## config.mk

```make
export PLATFORM = sky130hd
export DESIGN_NAME = tbps_crc_checker_fifo
export DESIGN_NICKNAME = d
export VERILOG_FILES = /design/src/rtl/tbps_crc_checker.sv
export SDC_FILE = /design/constraint.sdc
export NUM_CORES = 1
export LEC_CHECK = 0
export ABC_AREA = 0
export ABC_CLOCK_PERIOD_IN_PS = 2300
export CAP_MARGIN = 10
export CELL_PAD_IN_SITES_DETAIL_PLACEMENT = 0
export CELL_PAD_IN_SITES_GLOBAL_PLACEMENT = 1
export CORE_MARGIN = 5
export CORE_UTILIZATION = 45
export CTS_CLUSTER_SIZE = 10
export DETAILED_ROUTE_END_ITERATION = 10
export PLACE_DENSITY_LB_ADDON = 0.25
export SYNTH_ARGS = -nofsm -noshare
export SYNTH_HDL_FRONTEND = slang
export SYNTH_SLANG_ARGS = --single-unit
```

## constraint.sdc

```tcl
create_clock -name clk -period 2.3 [get_ports clk]
set_input_delay 0.46 -clock clk [delete_from_list [all_inputs] [get_ports clk]]
set_output_delay 0.46 -clock clk [all_outputs]
set_load 0.02 [all_outputs]
```

## src/rtl/tbps_crc_checker.sv

```systemverilog
// Receive-side CRC checker: buffers each packet until the engine's CRC verdict
// arrives, then releases it on a ready/valid stream with a per-packet error flag.

module tbps_crc_checker_fifo #(
    parameter int WIDTH = 8,
    parameter int DEPTH = 4
) (
    input  logic             clk,
    input  logic             rst_n,
    input  logic             push_i,
    input  logic             pop_i,
    input  logic             reserve_i,
    input  logic [WIDTH-1:0] wdata_i,
    output logic [WIDTH-1:0] rdata_o,
    output logic             empty_o,
    output logic             full_o
);
    localparam int AW = $clog2(DEPTH);
    localparam logic [AW:0] FULL_CNT = DEPTH[AW:0];
    localparam logic [AW:0] ALMOST_CNT = FULL_CNT - 1'b1;

    logic [WIDTH-1:0] mem_q [DEPTH];
    logic [AW:0]      wptr_q, wptr_d, rptr_q, rptr_d, count;

    // reserve_i counts one storage slot held outside the FIFO
    always_comb begin
        wptr_d  = wptr_q + {{AW{1'b0}}, push_i};
        rptr_d  = rptr_q + {{AW{1'b0}}, pop_i};
        count   = wptr_q - rptr_q;
        empty_o = (wptr_q == rptr_q);
        full_o  = (count == FULL_CNT) || (reserve_i && (count == ALMOST_CNT));
        rdata_o = mem_q[rptr_q[AW-1:0]];
    end

    always_ff @(posedge clk or negedge rst_n) begin
        if (!rst_n) begin
            wptr_q <= '0;
            rptr_q <= '0;
        end else begin
            wptr_q <= wptr_d;
            rptr_q <= rptr_d;
        end
    end

    always_ff @(posedge clk) begin
        if (push_i) begin
            mem_q[wptr_q[AW-1:0]] <= wdata_i;
        end
    end
endmodule


```

# Word-level counts from Yosys, hierarchy flattened
# Memory sizes are Yosys's and may differ from the RTL's.
# Cells that the tools add are included.
[word_totals]
reg_bits = 6
mem_bits_rw = 32
elab_cells = 13
n_memories = 1
[op_classes]
addsub = 3
eq_ne = 3
muxes = 2
reduce_logical = 2
[memory_table]
columns = ["name", "words", "word_bits", "rd", "rd_ports_with_merged_regs", "write_ports", "line_no", "rtl"]
rows = [
  ["mem_q", 4, 8, 1, 0, 1, "22", "logic [WIDTH-1:0] mem_q [DEPTH];"],
]
[ops]
columns = ["operator", "count"]
rows = [
  ["adder 3 x 1 -> 3 bit", 2],
  ["== test 3 x 2 -> 1 bit, second input constant", 1],
  ["== test 3 bit", 1],
  ["== test 3 bit, second input constant", 1],
  ["subtractor 3 bit", 1],
  ["2-to-1 mux 1 bit", 2],
  ["logical AND 1 bit", 1],
  ["logical OR 1 bit", 1],
]

# Longest topological paths before layout
[logic_depth]
word_depth = 4
depth_mapped = 6
mapped_depth_nobuf = 6

# Worst setup path after synthesis
# No wires, ideal clock.
[synth_timing]
kind = "register to output"
startpoint = "reg rptr_q[1]"
endpoint = "out full_o"
arrival_time_ps = 1788
t_required_ps = 1840
setup_slack_ps = 52
path_stages_with_launch = 6
cell_sequence = "dfrtp_1 -> clkbuf_1 -> inv_1 -> fa_1 -> xnor3_1 -> mux2i_1"
[synth_between]
elab_chain_len = 4
elab_cells_between_ends = 5
cone_classes = "1 x add/sub; 2 x eq/ne; 2 x reduce/logical"
[synth_lines]
columns = ["element", "line_no", "rtl"]
rows = [
  ["from (decl)", "23", "logic [AW:0] wptr_q, wptr_d, rptr_q, rptr_d, count;"],
  ["from (signal assigned)", "41", "rptr_q <= rptr_d;"],
  ["subtractor 3 bit *", "29", "count = wptr_q - rptr_q;"],
  ["== test 3 x 2 -> 1 bit", "31", "full_o = (count == FULL_CNT) || (reserve_i && (count == ALMOST_CNT));"],
  ["logical AND 1 bit", "31", ""],
  ["logical OR 1 bit *", "31", ""],
  ["to (decl)", "16", "output logic full_o"],
]
# Mark *: on every way between the ends. The rest lies on a longest branch, timed or not.

# Worst setup path in the final report
[layout_timing]
startpoint = "reg wptr_q[0]"
endpoint = "out full_o"
[layout_between]
elab_chain_len = 4
elab_cells_between_ends = 5
cone_classes = "1 x add/sub; 2 x eq/ne; 2 x reduce/logical"
[layout_lines]
columns = ["element", "line_no", "rtl"]
rows = [
  ["from (decl)", "23", ""],
  ["from (signal assigned)", "40", "wptr_q <= wptr_d;"],
  ["subtractor 3 bit *", "29", ""],
  ["== test 3 x 2 -> 1 bit", "31", ""],
  ["logical AND 1 bit", "31", ""],
  ["logical OR 1 bit *", "31", ""],
]
# Marks and branches as above.

==> out/metrics.yaml <==
clock_latency_ns: 0.33
post_drt_wl_per_cell_um: 16.5
track_usage_pct: 12.3
die_h_um: 68.0
path_cells: "inv_2, ha_1, inv_1, fa_2, xnor3_1, mux2i_1, buf_4"
post-route-worst-setup-slack_ns: -0.00426
multiInputGateArea_um2: 392
synth_top_cell_area_share_pct: 63.5
synth_fp_nets: 91
required_ns: 1.84
fill_cells: 262
min-delay-path-class: "in2async"
critPathSlowestCell: "dfrtp_1"
initial_core_util_pct: 46.1
drive_gt1_share_pct: 23.6
critPathMaxStageDelay_ns: 0.40
drv_cap: 0
ys_ff_latch: 38
synth_top_area_cell: "edfxtp_1"
synthCells: 71
max_freq_mhz: 434
ctsHoldBuffers: 0
wl_met3_um: 130
hpwlAfterDp_mm: 1.71
antenna_found_initial: 0
rows: 21
path_clk_slew_ns: 0.10
clockRootBuffer: "clkbuf_4"
cp-end-kind: "output pin"
synth_area_leaders: "edfxtp_1 (64%), mux4_2 (12%), dfrtp_1 (9.9%)"
status: "finished, violations left"
skew_ns: 0.0117
htree_levels: 2
portBuffers: 22
finalPower_mw: 2.54
drt_first_pass_iters: 3
final-max-slew-violation-count: 0
grt_first_pass_wirelength_mm: 3.95
cts_buffers: 5
path_class: "reg2out"
top_layer_used: "met4"
routed_wirelength_mm: 2.51
syn_avg_cell_area_um2: 21.3
cts_tree: "built"
met1_length_mm: 1.11
p_per_area_mw_per_mm2: 1330
gp_congestion: 0.751
worst_slew_pin_slew_ns: 0.447
synth.distinct_cells: 18
num-nets-final: 125
ios: 23
critPathArrivalTime_ns: 1.84
p_leak_nw: 0.725
max_slew_margin_pct: 70.2
irDropWorstVdd_mv: 0.720
ff_latch_area_mm2: 0.00111
yosysSeqAreaShare_pct: 73.4
violations: "negative setup slack"
fin_crit_sh_pct: 100
drcViolationCount: 0
grt_pass1_vias: 812
syn_to_final_growth_pct: 26.0
netlist_area_mm2: 0.00151
wl_met2_mm: 1.25
rsz0062_at_grt: "yes"
dr_total_vias: 737
pre_cts_slack_ns: -0.177
fin_setup_tns_ns: -0.00426
drt_iter0_markers: 22
post-route-min-period_ns: 2.30
cts_num_sinks: 38
postRouteAntennaNets: 0
finalSetupViolCount: 1
finalHoldViolations: 0
fin_util_pct: 58.0
dieArea_mm2: 0.00462
startpoint_type: "register"
ys.warnings.count: 0
antenna_cells: 0
critPathMaxFanout: 2
via_per_inst: 4.85
overflow: 0
die_w_um: 68.0
core_mm2: 0.00328
clk_path_buf_depth: 2
grt_max_degree: 12
[per-stage QoR]
step,cell area [um^2],std cells,hold WS [ns]
after floorplan,1510,71,0.164
after global placement,1830,143,0.501
after detailed placement,1830,143,0.520
after CTS,1890,151,0.366
after global routing,1910,152,0.377
final,1910,152,0.374
[cell families (layout without fill, tap and decap cells)]
logic type / count (synthesis) / after routing / synth area share (%)
XOR/XNOR: 4 / 4 / 3.23
adder cells (fa/ha/maj): 7 / 7 / 6.29
buffers and inverters: 5 / 40 / 1.32
flip-flops: 38 / 38 / 73.4
multiplexers: 9 / 9 / 12.6
AND/OR/NAND/NOR: 8 / 8 / 3.14
[worst paths after layout]
| path | start | to | slack [ns] | depth (start not counted) |
|---|---|---|---|---|
| worst max-delay path | wptr_q[0] | full_o | -0.004 | 7 |
| worst min-delay path | rst_n | wptr_q[2] | 0.37 | 1 |
| worst max register to register | wptr_q[0] | mem_q[0][5] | 0.92 | 4 |
| worst min register to register | wptr_q[2] | wptr_q[2] | 0.53 | 1 |
| max in group asynchronous | rst_n | rptr_q[2] | 1.69 | 1 |
| min in group clk | wptr_q[2] | wptr_q[2] | 0.53 | 1 |
[cells in the final DEF (no fill, tap or decap), types with 2 or more instances in the layout]
cell type and n:
and3_1 3, buf_4 8, clkbuf_1 2, clkbuf_4 5
clkdlybuf4s50_1 12, dfrtp_1 6, dlygate4sd2_1 9, edfxtp_1 32
ha_1 6, inv_1 2, mux4_2 8, xor2_1 2
[per-layer routing]
metal / vias to the layer above / global-route usage, %
li1: 348 / -
met1: 368 / 17.0
met2: 19 / 17.9
met3: 2 / 4.43
met4: 0 / 4.47
met5: - / 0
[final cells by class]
type / count / share of cell area [%]
flip-flops and latches: 38 / 58.3
multi-input cells: 28 / 20.6
repair buffers: 29 / 13.6
well taps: 46 / 3.02
clock buffers: 7 / 2.36
clock inverters: 1 / 1.58
inverters: 3 / 0.591
[Yosys cell counts]
cell type	n
edfxtp_1	32
inv_1	3
xor2_1	2
dfrtp_1	6
nor2_1	1
fa_1	1
and3_1	3
nand2_1	1
ha_1	6
mux2i_1	1
nand2b_1	1
nor3b_1	1
nand3b_1	1
clkbuf_1	1
buf_2	1
xnor2_1	1
mux4_2	8
xnor3_1	1
[power breakdown]
group | internal, mW | leakage (nW) | switching, mW | total (mW)
logic | 0.565 | 0.321 | 0.554 | 1.12
clock network | 0.231 | 0.0395 | 0.202 | 0.433
registers | 0.922 | 0.364 | 0.0687 | 0.990
total | 1.72 | 0.725 | 0.825 | 2.54
[state kept, by name, indices dropped and copies added, names as in the netlist]
name,count
mem_q,32
rptr_q,3
wptr_q,3
[worst max-delay path: cells and delay by family (launching register included)]
family	cells	cell delay, ns
fa+ha+maj	2	0.46
buf+inv	3	0.27
flops	1	0.40
xor+xnor	1	0.22
mux	1	0.18
[repair_timing]
| action | CTS | global route |
|---|---|---|
| pin swaps | 0 | 1 |
| buffers inserted | 0 | 1 |
| setup endpoints to repair | 10 | 9 |
| resized for setup | 15 | 2 |
Note: power is estimated with default switching activity, not from simulation.
